**src/rtl/mem_bus_arbiter_pkg.sv**
```systemverilog
`default_nettype none
// ============================================================================
// Module  : mem_bus_arbiter_pkg
// Purpose : Shared encodings for the memory bus arbiter: FSM state codes,
//           access-size codes (same encoding as the MEM stage) and helpers.
// Rev     : 1.0  initial release
// ============================================================================
package mem_bus_arbiter_pkg;

  localparam int DATA_W = 32;

  typedef logic [2:0] state_t;
  typedef logic [1:0] size_t;

  // FSM state encodings
  localparam state_t ST_IDLE  = 3'd0;
  localparam state_t ST_I_GNT = 3'd1;
  localparam state_t ST_D_GNT = 3'd2;
  localparam state_t ST_I_ACK = 3'd3;
  localparam state_t ST_D_ACK = 3'd4;

  // Access size codes, identical to the MEM stage SIZE bus
  localparam size_t SIZE_BYTE = 2'b00;
  localparam size_t SIZE_HALF = 2'b01;
  localparam size_t SIZE_WORD = 2'b10;

  // True while the memory port is owned by a requester and awaiting m_ack_n
  function automatic logic is_grant(input state_t st);
    return (st == ST_I_GNT) || (st == ST_D_GNT);
  endfunction

endpackage
`default_nettype wire

```
**src/rtl/mem_bus_arbiter_if.sv**
```systemverilog
`default_nettype none
// ============================================================================
// Module  : mem_bus_arbiter_if
// Purpose : Bundles the fetch, data and memory buses around the arbiter.
//           slave  = arbiter view, master = core/memory environment view.
// Rev     : 1.0  initial release
// ============================================================================
interface mem_bus_arbiter_if;
  import mem_bus_arbiter_pkg::*;

  // fetch side (IAD / IDT / ACKI_n)
  logic              i_req;
  logic [DATA_W-1:0] i_addr;
  logic [DATA_W-1:0] i_rdata;
  logic              i_ack_n;
  // data side (MREQ / WRITE / SIZE / DAD / DDT / ACKD_n)
  logic              d_req;
  logic              d_write;
  size_t             d_size;
  logic [DATA_W-1:0] d_addr;
  logic [DATA_W-1:0] d_wdata;
  logic [DATA_W-1:0] d_rdata;
  logic              d_ack_n;
  // single-port memory side
  logic              m_req;
  logic              m_write;
  size_t             m_size;
  logic [DATA_W-1:0] m_addr;
  logic [DATA_W-1:0] m_wdata;
  logic [DATA_W-1:0] m_rdata;
  logic              m_ack_n;

  modport slave (
    input  i_req, i_addr, d_req, d_write, d_size, d_addr, d_wdata, m_rdata, m_ack_n,
    output i_rdata, i_ack_n, d_rdata, d_ack_n, m_req, m_write, m_size, m_addr, m_wdata
  );

  modport master (
    output i_req, i_addr, d_req, d_write, d_size, d_addr, d_wdata, m_rdata, m_ack_n,
    input  i_rdata, i_ack_n, d_rdata, d_ack_n, m_req, m_write, m_size, m_addr, m_wdata
  );

endinterface
`default_nettype wire

```
**src/rtl/mem_bus_arbiter.sv**
```systemverilog
`default_nettype none
// ============================================================================
// Module  : mem_bus_arbiter
// Purpose : Shares one memory port between instruction fetch and data access.
//           Data has priority; a starvation counter forces a fetch grant after
//           STARVE_LIMIT consecutive data grants taken while fetch was pending.
// Rev     : 1.0  initial release
// ============================================================================
module mem_bus_arbiter
  import mem_bus_arbiter_pkg::*;
#(
  parameter int STARVE_LIMIT = 4
) (
  input  logic             clk,
  input  logic             rst,
  mem_bus_arbiter_if.slave bus
);

  localparam int             CNT_W   = $clog2(STARVE_LIMIT + 1);
  localparam logic [CNT_W-1:0] CNT_MAX = CNT_W'(STARVE_LIMIT);

  state_t             state_q, state_d;
  logic [CNT_W-1:0]   starve_cnt_q, starve_cnt_d;
  logic               m_write_q;
  size_t              m_size_q;
  logic [DATA_W-1:0]  m_addr_q;
  logic [DATA_W-1:0]  m_wdata_q;
  logic [DATA_W-1:0]  i_rdata_q;
  logic [DATA_W-1:0]  d_rdata_q;

  logic               starved_w;
  logic               take_d_w;
  logic               take_i_w;

  // Fetch wins only when it is pending and data has used up its allowance
  assign starved_w = bus.i_req && (starve_cnt_q == CNT_MAX);
  assign take_d_w  = (state_q == ST_IDLE) && bus.d_req && !starved_w;
  assign take_i_w  = (state_q == ST_IDLE) && !take_d_w && bus.i_req;

  // State register
  always_ff @(posedge clk or posedge rst) begin
    if (rst) begin
      state_q <= ST_IDLE;
    end else begin
      state_q <= state_d;
    end
  end

  // Next-state logic
  always_comb begin
    state_d = state_q;
    case (state_q)
      ST_IDLE: begin
        if (take_d_w) begin
          state_d = ST_D_GNT;
        end else if (take_i_w) begin
          state_d = ST_I_GNT;
        end
      end
      ST_I_GNT: if (!bus.m_ack_n) state_d = ST_I_ACK;
      ST_D_GNT: if (!bus.m_ack_n) state_d = ST_D_ACK;
      ST_I_ACK: state_d = ST_IDLE;
      ST_D_ACK: state_d = ST_IDLE;
      default:  state_d = ST_IDLE;
    endcase
  end

  // Outputs decoded from the current state
  always_comb begin
    bus.m_req   = is_grant(state_q);
    bus.i_ack_n = (state_q != ST_I_ACK);
    bus.d_ack_n = (state_q != ST_D_ACK);
  end

  // Starvation counter: counts data grants that overtook a pending fetch
  always_comb begin
    starve_cnt_d = starve_cnt_q;
    if (take_i_w) begin
      starve_cnt_d = '0;
    end else if (take_d_w && bus.i_req && (starve_cnt_q != CNT_MAX)) begin
      starve_cnt_d = starve_cnt_q + 1'b1;
    end
  end

  // Starvation counter register
  always_ff @(posedge clk or posedge rst) begin
    if (rst) begin
      starve_cnt_q <= '0;
    end else begin
      starve_cnt_q <= starve_cnt_d;
    end
  end

  // Request latch at grant and read-data capture at memory completion
  always_ff @(posedge clk or posedge rst) begin
    if (rst) begin
      m_write_q <= 1'b0;
      m_size_q  <= SIZE_BYTE;
      m_addr_q  <= '0;
      m_wdata_q <= '0;
      i_rdata_q <= '0;
      d_rdata_q <= '0;
    end else begin
      if (take_d_w) begin
        m_write_q <= bus.d_write;
        m_size_q  <= bus.d_size;
        m_addr_q  <= bus.d_addr;
        m_wdata_q <= bus.d_wdata;
      end else if (take_i_w) begin
        m_write_q <= 1'b0;
        m_size_q  <= SIZE_WORD;
        m_addr_q  <= bus.i_addr;
      end
      if (is_grant(state_q) && !bus.m_ack_n) begin
        m_write_q <= 1'b0;
        if (state_q == ST_I_GNT) begin
          i_rdata_q <= bus.m_rdata;
        end else if (!m_write_q) begin
          // stores leave the load-data register untouched
          d_rdata_q <= bus.m_rdata;
        end
      end
    end
  end

  assign bus.m_write = m_write_q;
  assign bus.m_size  = m_size_q;
  assign bus.m_addr  = m_addr_q;
  assign bus.m_wdata = m_wdata_q;
  assign bus.i_rdata = i_rdata_q;
  assign bus.d_rdata = d_rdata_q;

endmodule
`default_nettype wire
```
**src/flat_wrapper.sv**
```systemverilog
// flat-port wrapper written by rule: the top's interface ports become plain ports
module mem_bus_arbiter_flat import mem_bus_arbiter_pkg::*;
#(
  parameter int STARVE_LIMIT = 4
)
  (clk, rst, bus_i_req, bus_i_addr, bus_d_req, bus_d_write, bus_d_size, bus_d_addr, bus_d_wdata, bus_m_rdata, bus_m_ack_n, bus_i_rdata, bus_i_ack_n, bus_d_rdata, bus_d_ack_n, bus_m_req, bus_m_write, bus_m_size, bus_m_addr, bus_m_wdata);
  mem_bus_arbiter_if bus_i ();
  input  logic clk;
  input  logic rst;
  input wire logic [$bits(bus_i.i_req)-1:0] bus_i_req;
  input wire logic [$bits(bus_i.i_addr)-1:0] bus_i_addr;
  input wire logic [$bits(bus_i.d_req)-1:0] bus_d_req;
  input wire logic [$bits(bus_i.d_write)-1:0] bus_d_write;
  input wire logic [$bits(bus_i.d_size)-1:0] bus_d_size;
  input wire logic [$bits(bus_i.d_addr)-1:0] bus_d_addr;
  input wire logic [$bits(bus_i.d_wdata)-1:0] bus_d_wdata;
  input wire logic [$bits(bus_i.m_rdata)-1:0] bus_m_rdata;
  input wire logic [$bits(bus_i.m_ack_n)-1:0] bus_m_ack_n;
  output wire logic [$bits(bus_i.i_rdata)-1:0] bus_i_rdata;
  output wire logic [$bits(bus_i.i_ack_n)-1:0] bus_i_ack_n;
  output wire logic [$bits(bus_i.d_rdata)-1:0] bus_d_rdata;
  output wire logic [$bits(bus_i.d_ack_n)-1:0] bus_d_ack_n;
  output wire logic [$bits(bus_i.m_req)-1:0] bus_m_req;
  output wire logic [$bits(bus_i.m_write)-1:0] bus_m_write;
  output wire logic [$bits(bus_i.m_size)-1:0] bus_m_size;
  output wire logic [$bits(bus_i.m_addr)-1:0] bus_m_addr;
  output wire logic [$bits(bus_i.m_wdata)-1:0] bus_m_wdata;
  assign bus_i.i_req = bus_i_req;
  assign bus_i.i_addr = bus_i_addr;
  assign bus_i.d_req = bus_d_req;
  assign bus_i.d_write = bus_d_write;
  assign bus_i.d_size = bus_d_size;
  assign bus_i.d_addr = bus_d_addr;
  assign bus_i.d_wdata = bus_d_wdata;
  assign bus_i.m_rdata = bus_m_rdata;
  assign bus_i.m_ack_n = bus_m_ack_n;
  assign bus_i_rdata = bus_i.i_rdata;
  assign bus_i_ack_n = bus_i.i_ack_n;
  assign bus_d_rdata = bus_i.d_rdata;
  assign bus_d_ack_n = bus_i.d_ack_n;
  assign bus_m_req = bus_i.m_req;
  assign bus_m_write = bus_i.m_write;
  assign bus_m_size = bus_i.m_size;
  assign bus_m_addr = bus_i.m_addr;
  assign bus_m_wdata = bus_i.m_wdata;
  mem_bus_arbiter #(.STARVE_LIMIT(STARVE_LIMIT)) u_core (.clk(clk), .rst(rst), .bus(bus_i));
endmodule
```
**config.mk**
```make
export PLATFORM = sky130hd
export DESIGN_NAME = mem_bus_arbiter_flat
export DESIGN_NICKNAME = d
export VERILOG_FILES = /design/src/rtl/mem_bus_arbiter_pkg.sv /design/src/rtl/mem_bus_arbiter_if.sv /design/src/rtl/mem_bus_arbiter.sv /design/src/flat_wrapper.sv
export SDC_FILE = /design/constraint.sdc
export NUM_CORES = 1
export LEC_CHECK = 0
export BUFFER_PORTS_ARGS = -buffer_cell sky130_fd_sc_hd__buf_2
export CORE_AREA = 2 2 100 141
export CTS_BUF_LIST = sky130_fd_sc_hd__clkbuf_4 sky130_fd_sc_hd__clkbuf_8
export CTS_CLUSTER_DIAMETER = 50
export DETAILED_ROUTE_END_ITERATION = 8
export DIE_AREA = 0 0 102 143
export GPL_ROUTABILITY_DRIVEN = 0
export PLACE_DENSITY = 0.8
export SLEW_MARGIN = 20
export SYNTH_ARGS = -nofsm -noshare
export SYNTH_HDL_FRONTEND = slang
export SYNTH_SLANG_ARGS = --single-unit
export TNS_END_PERCENT = 50
```
**constraint.sdc**
```tcl
create_clock -name clk -period 4.4 [get_ports clk]
set_input_delay 0.88 -clock clk [delete_from_list [all_inputs] [get_ports clk]]
set_output_delay 0.88 -clock clk [all_outputs]
set_load 0.01 [all_outputs]
```
======== Word-level counts from Yosys, hierarchy flattened ========
Cells that the tools add are included.
word-level totals
  flip-flop bits (word level) ............. 137
  output and inout bits ................... 134
  input port bits ......................... 136
  logic and storage cells ................. 53
cells by class
  reductions and logical operators ........ 19
  muxes and demuxes ....................... 14
  bitwise gates (word level) .............. 2
  equal/unequal tests ..................... 9
  add/sub/neg operators ................... 1
operators with widths
  operator             number
  $mux 32              2
  $mux 3               6
  $pmux 3 s3           1
  $logic_and 1x1->1    8
  $ne 3x3->1 const B   2
  $reduce_and 3->1     2
  $mux 2               2
  $ne 2x2->1 const B   2
  $reduce_bool 2->1    2
  $add 3x1->3 const B  1
  $eq 3x1->1 const B   1
  $eq 3x2->1 const B   1
  $eq 3x3->1 const B   1
  $logic_not 1->1      3
  $logic_not 3->1      1
  $mux 1               3
  $ne 3x1->1 const B   1
  $ne 3x2->1 const B   1
  $reduce_bool 3->1    1
  $not 1->1            2
  $reduce_and 2->1     1
  $logic_or 1x1->1     1

======== Logic depth before layout (Yosys ltp) ========
Gate-level depths: netlist of run 1.
  depth in word-level cells ............... 10
  gate-level depth with buffers ........... 6
  depth with buffers taken out ............ 5

======== Worst setup path before layout of run 1 ========
No wires, ideal clock.
  kind .................................... input to register
  from .................................... input port bus_m_ack_n
  to ...................................... register u_core.d_rdata_q[19], in the netlist u_core.bus.d_rdata[19]
  stages .................................. 5
  data arrival time ....................... 1.999 ns
  library setup time ...................... 0.125 ns
  path buffers ............................ 2
  required time ........................... 4.275 ns
  path slack .............................. 2.276 ns
  path through ............................ nor4b_1 -> nor2b_1 -> clkbuf_1 -> buf_4 -> mux2_2
on the way
  longest elaborated chain between the ends .. 3
RTL lines
  what                               line                    text
  from (decl)                        flat_wrapper.sv:18      input wire logic [$bits(bus_i.m_ack_n)-1:0] bus_m_ack_n;
  $logic_not 1->1                    --
  $logic_and 1x1->1                  mem_bus_arbiter.sv:114  if (is_grant(state_q) && !bus.m_ack_n) begin
  $reduce_and 3->1 (no source line)  --
  to (signal assigned)               mem_bus_arbiter.sv:120  d_rdata_q <= bus.m_rdata;
  to (decl)                          mem_bus_arbiter.sv:29   logic [DATA_W-1:0] d_rdata_q;
Every way passes these cells.
A chain may end at the register's enable or synchronous reset.

======== Worst setup path after layout of run 1 ========
  from .................................... register u_core.state_q[1]
  to ...................................... output port bus_m_req
on the way
  longest elaborated chain between the ends .. 2
  elaborated cells between the ends (all ways) .. 3
  those cells by class .................... eq/ne: 2; reduce/logical: 1
RTL lines
  what                                      line                       text
  from (decl)                               mem_bus_arbiter.sv:22      state_t state_q, state_d;
  from (signal assigned)                    mem_bus_arbiter.sv:45      state_q <= state_d;
  $eq 3x1->1 or $eq 3x2->1 (tied branches)  mem_bus_arbiter_pkg.sv:29  return (st == ST_I_GNT) || (st == ST_D_GNT);
  $logic_or 1x1->1 (*)                      mem_bus_arbiter_pkg.sv:29
  to (decl)                                 flat_wrapper.sv:23         output wire logic [$bits(bus_i.m_req)-1:0] bus_m_req;
Every way passes the cells marked *; elsewhere a longest branch is shown, timed or not.

==> results of run 1 <==
worst max-delay path: cells and delay by family (launching register included):
kind	cells	cell delay, ns
AND/OR/NAND/NOR	1	0.24
buffers and inverters	1	0.17
AO/OA/AOI/OAI	1	0.19
flip-flops	1	0.56
layer usage:
layer / GRT usage [%] / share of wire, % / wire, µm
met3: 5.727 / 7.0 / 1087
met2: 35.70 / 53 / 8150
met4: 9.825 / 2.7 / 414
met5: 0 / 0 / 0
met1: 24.91 / 38 / 5855
power groups by stage:
stage	Clock [mW]	Combinational (mW)	Sequential [mW]
4_1_cts	1.09	2.50	2.29
3_5_place_dp	0	2.50	2.30
5_1_grt	1.15	2.68	2.36
6_report	1.06	2.47	2.28
2_1_floorplan	0	1.25	2.52
3_3_place_gp	0	2.39	2.27
cell usage after synthesis, drive strengths merged, types with 2 or more instances:
cell and instances:
a21oi 34, a22o 2, a31oi 32, buf 11, clkbuf 24, dfrtp 137, ha 2, inv 4
mux2 98, nand2 3, nand2b 3, nand3 35, nor2 4, nor3 2, nor4b 3, o21ai 36
or4b 2
layout make-up:
cell class                      instances  area (µm²)
Tap cell                              182       227.7
Fill cell                            1130        5588
Inverter                                4       18.77
Clock buffer                           18       247.7
Clock inverter                         14       162.7
Multi-Input combinational cell        265        2186
Timing Repair Buffer                  275        1404
Sequential cell                       137        3428
path summary, 6_finish.rpt:
kind | start | to | slack (ns) | cells after the start
max | u_core.state_q[1] | bus_m_req | 1.91 | 3
min | u_core.bus.d_rdata[26] | u_core.bus.d_rdata[26] | 0.49 | 1
max reg2reg | u_core.state_q[1] | u_core.bus.d_rdata[31] | 1.95 | 3
min reg2reg | u_core.bus.d_rdata[26] | u_core.bus.d_rdata[26] | 0.49 | 1
max in group asynchronous | rst | u_core.bus.m_addr[6] | 2.78 | 3
min in group asynchronous | rst | u_core.bus.i_rdata[24] | 0.62 | 2
cell families (layout without fill, tap and decap cells):
group	Yosys count	in the layout	synth area share, %
DFF	137	137	59.35
muxes	98	98	20.79
buffers and inverters	39	311	3.227
and+or+nand+nor	58	58	5.913
adders and majority gates	2	2	0.4331
AOI/OAI and AO/OA	107	107	10.29
through the flow:
step	util [%]	hold WS (ns)	instance area, µm²
6_report	57.87	0.4886	7675
5_1_grt	57.87	0.5175	7675
4_1_cts	57.87	0.4912	7675
3_5_place_dp	54.77	0.4742	7264
3_3_place_gp	54.77	0.4620	7264
2_1_floorplan	-	0.4240	5781
flip-flops by register name (all words and copies together), names as in the netlist:
name,flops
u_core.bus.m_addr,32
u_core.state_q,3
u_core.bus.m_size,2
u_core.bus.m_wdata,32
u_core.bus.i_rdata,32
u_core.bus.m_write,1
u_core.bus.d_rdata,32
u_core.starve_cnt_q,3
==> impl_metrics.yaml, run 1 <==
cells_and_area:
  final_cells: 895
  num_antenna_cells: 0
  final_cell_mix: "buf_2, dfrtp_1, mux2_2"
  drive_above_1_share_pct: 57.36
  layout_commonest_cell: "buf_2"
  nets: 838
  syn_to_final_growth_pct: 32.86
pwr:
  internal_power_mw: 3.647
  p_leak_nw: 3.693
  p_per_area_nw_per_um2: 758.2
  power.share.sequential_pct: 39.3
  pwr-share-comb_pct: 42.5
  pwr-share-clk_pct: 18.3
  total_power_mw: 5.819
  switchingPower_mw: 2.172
  vdd_drop_max_mv: 0.4111
  swShare_pct: 37.32
clock_network:
  cts_hold_buf: 0
  cts.sinks: 137
  cts_made_buffers: 17
  cts_tree: "built"
  htree_levels: 4
  root_buffer: "clkbuf_8"
  postCtsSetupBuffers: 0
  clk_latency_ns: 0.44
  clk_pin_slew_ns: 0.09
  clk_path_buf_depth: 2
  cts_resized: 0
drt:
  routed_via_density: 5.215
  totalWireLength_um: 15510
  drt_iter0_drc: 174
  route.detailed.drc: 0
  ant_nets: 0
  vias: 4667
  first_pass_iters: 4
  wl_per_cell_um: 17.33
logic_synthesis:
  synth_edf_count: 0
  synth.avg_cell_area_um2: 13.10
  synth_fp_nets: 579
  synth_top_area_share_pct: 59.35
  synth_area_leader_cell: "dfrtp_1"
  syn_inst: 441
  synthTopCellsByArea: "dfrtp_1, mux2_2, mux2_4"
  ys_seq_elements: 137
  yosysSeqAreaShare_pct: 59.35
  synthFlopType: "dfrtp_1"
  ys_async_sr_fraction_pct: 100.0
  ys_warn_count: 0
  syn_area_um2: 5777
  yosys.cell_types.count: 33
grt:
  grt_max_degree: 95
  grt_first_pass_wirelength_um: 24010
  grt_pass1_vias: 4911
  grt_overflow: 0
  grt_util_all_layers_pct: 21.18
  antenna_found_initial: 0
sta:
  timing.fmax_mhz: 401.8
  skew_ns: 0.01302
  finalCriticalPeriod_ns: 2.489
  setup-tns-final_ns: 0
  hold_viol: 0
  worst_pin_slew_ns: 1.104
  fin_ws_ns: 1.911
  setup_violations: 0
  slew_viol_final: 0
  rsz0062_at_grt: "false"
  fin_crit_sh_pct: 56.57
  relSlewSlack_pct: 26.12
setup_path:
  end_kind: "primary output"
  start_kind: "flop"
  worstSetupPathType: "reg -> out"
  slowest_stage: "dfrtp_1"
  cp.required_ns: 3.52
  crit_chain: "nand2b_1 -> a21oi_1 -> buf_2"
  worstPathMaxFanout: 12
  worstPathArrival_ns: 1.61
  slowest_delay_ns: 0.56
placement:
  dp_hpwl_um: 11240
  dp_slack_ns: 1.609
  dp.cells: 863
  io_buffer_count: 269
outcome:
  outcome: "finished clean"
floorplan:
  dieArea_um2: 14590
  initial_core_util_pct: 43.56
  pin_count: 270
  die_w_um: 102
  coreArea_um2: 13260
  die_y_um: 143
  num_rows: 50
flow_run:
  max_cap_viol_count: 0
min_path:
  hold_path_class: "reg -> reg"
No activity file was read; power rests on OpenSTA's default activity.
==> run 2, diff against run 1 <==
clock period = 2.1 ns   (was 4.4 ns; I/O delays follow)
==> run 2 against run 1 <==
Net effect: critical path depth up 1; first-iteration DRC count up 26%; combinational power up 110%; register-to-register slack worse by 1.8 ns; sequential share of layout area down 0.55 points; clock-buffer cell count up 1; global-route usage down 0.25 points; sequential power up 110%; hold slack worse by 0.28 ns; wire length down 1.3%; non-clock buffer count up 5; core utilization up 0.75 points; largest power group unchanged.
==> impl_metrics.yaml, run 2 (same netlist as run 1, synthesis figures left out) <==
min_path:
  hold_path_class: "in -> async"
setup_path:
  worst-r2r-cell-count: 4
  end_kind: "flop"
  worstPathMaxFanout: 32
  slowest_delay_ns: 0.53
  slowest_stage: "dfrtp_1"
  start_kind: "flop"
  worstSetupPathType: "reg -> reg"
  cp.required_ns: 2.40
  worstPathArrival_ns: 2.28
  crit_chain: "nor4b_1 -> nor2b_4 -> buf_12 -> mux2_2"
cells_and_area:
  num_antenna_cells: 0
  final_cell_mix: "buf_2, dfrtp_1, mux2_2"
  layout_commonest_cell: "buf_2"
  utilization_pct: 58.61
  nets: 843
  drive_above_1_share_pct: 57.80
  final_cells: 900
  syn_to_final_growth_pct: 34.57
  n_fill_cell: 1125
pwr:
  p_per_area_nw_per_um2: 1586
  p_leak_nw: 3.739
  vdd_drop_max_mv: 0.5972
sta:
  setup_violations: 0
  hold_viol: 0
  fin_crit_sh_pct: 94.08
  slew_viol_final: 0
  rsz0062_at_grt: "false"
  finalCriticalPeriod_ns: 1.976
  timing.fmax_mhz: 506.2
  worst_pin_slew_ns: 0.7008
  relSlewSlack_pct: 53.28
  skew_ns: 0.01667
placement:
  dp_hpwl_um: 11150
  io_buffer_count: 269
  dp.cells: 868
grt:
  grt_max_degree: 138
  grt_pass1_vias: 4907
  grt_util_all_layers_pct: 20.93
  grt_first_pass_wirelength_um: 24090
  grt_overflow: 0
  antenna_found_initial: 0
clock_network:
  clk_latency_ns: 0.43
  cts.sinks: 137
  cts_hold_buf: 0
  htree_levels: 4
  cts_made_buffers: 17
  postCtsSetupBuffers: 0
  cts_tree: "built"
  clk_pin_slew_ns: 0.08
  clk_path_buf_depth: 2
  root_buffer: "clkbuf_8"
floorplan:
  num_rows: 50
  die_w_um: 102
  pin_count: 270
  coreArea_um2: 13260
  dieArea_um2: 14590
  initial_core_util_pct: 43.56
  die_y_um: 143
drt:
  first_pass_iters: 7
  routed_via_density: 5.191
  wl_per_cell_um: 17.01
  drt_iter0_drc: 219
  vias: 4672
  totalWireLength_um: 15310
  route.detailed.drc: 0
  ant_nets: 0
flow_run:
  max_cap_viol_count: 0
outcome:
  outcome: "finished clean"
## run 2: cell types whose count changed in the layout (fill, tap and decap cells not counted)
cell,change
inv_6,-3
clkbuf_8,-1
bufinv_16,+1
buf_12,+4
dfrtp_1,-1
dfrtp_2,+1
clkinv_2,+1
buf_4,+1
clkbuf_4,+2
## run 2: worst paths after layout
| kind | start | slack [ns] | to |
|---|---|---|---|
| min | rst | 0.21 | u_core.bus.i_rdata[8] |
| max | u_core.state_q[0] | 0.12 | u_core.bus.d_rdata[21] |
| max reg2reg | u_core.state_q[0] | 0.12 | u_core.bus.d_rdata[21] |
| min reg2reg | u_core.bus.d_rdata[28] | 0.49 | u_core.bus.d_rdata[28] |
| min in group clk | bus_d_wdata[0] | 0.21 | u_core.bus.m_wdata[0] |
| max in group asynchronous | rst | 1.33 | u_core.state_q[1] |
## run 2: repair_timing
| item | CTS | global route |
|---|---|---|
| setup endpoints to repair | 0 | 9 |
| resized for setup | 0 | 1 |
| hold endpoints to repair | 0 | 0 |
## run 2: per-layer routing
layer | wire length, µm | share of wire, % | global-route usage, % | up-vias
met3 | 1027 | 6.7 | 4.650 | 33
met2 | 8148 | 53 | 36.11 | 228
met4 | 412 | 2.7 | 9.193 | 0
met1 | 5718 | 37 | 24.74 | 2281
met5 | 0 | 0 | 0 | -
li1 | - | - | - | 2130
## run 2: final cells by class
class	count	area (µm²)	share of cell area, %
Clock buffer	19	249.0	3.203
Clock inverter	13	171.4	2.205
Inverter	4	18.77	0.2414
Multi-Input combinational cell	265	2186	28.12
Sequential cell	137	3430	44.12
Tap cell	182	227.7	2.929
Timing Repair Buffer	280	1491	19.19
## run 2: power by group
group	leakage, nW	internal [mW]	switching [mW]
Sequential	1.61	3.98	0.796
Combinational	1.93	2.63	2.65
Clock	0.201	1.22	1.06
## run 2: worst max-delay path, delay by kind of cell, from the launching register on
family                 cells  cell delay (ns)
buffers and inverters      1             0.21
flip-flops                 1             0.53
AND/OR/NAND/NOR            2             0.73
multiplexers               1             0.36
## run 2: through the flow
stage | TNS [ns] | hold WS [ns] | cell area (µm²) | worst slack (ns) | total power [mW]
floorplan | -3.717 | 0.4240 | 5781 | -0.02713 | 7.896
global placement | 0 | 0.4629 | 7352 | 0.2451 | 9.862
detailed placement | 0 | 0.4790 | 7352 | 0.1503 | 10.14
CTS | 0 | 0.1807 | 7772 | 0.06261 | 12.44
global route | 0 | 0.1794 | 7774 | 0.01684 | 13.11
finish | 0 | 0.2100 | 7774 | 0.1243 | 12.33
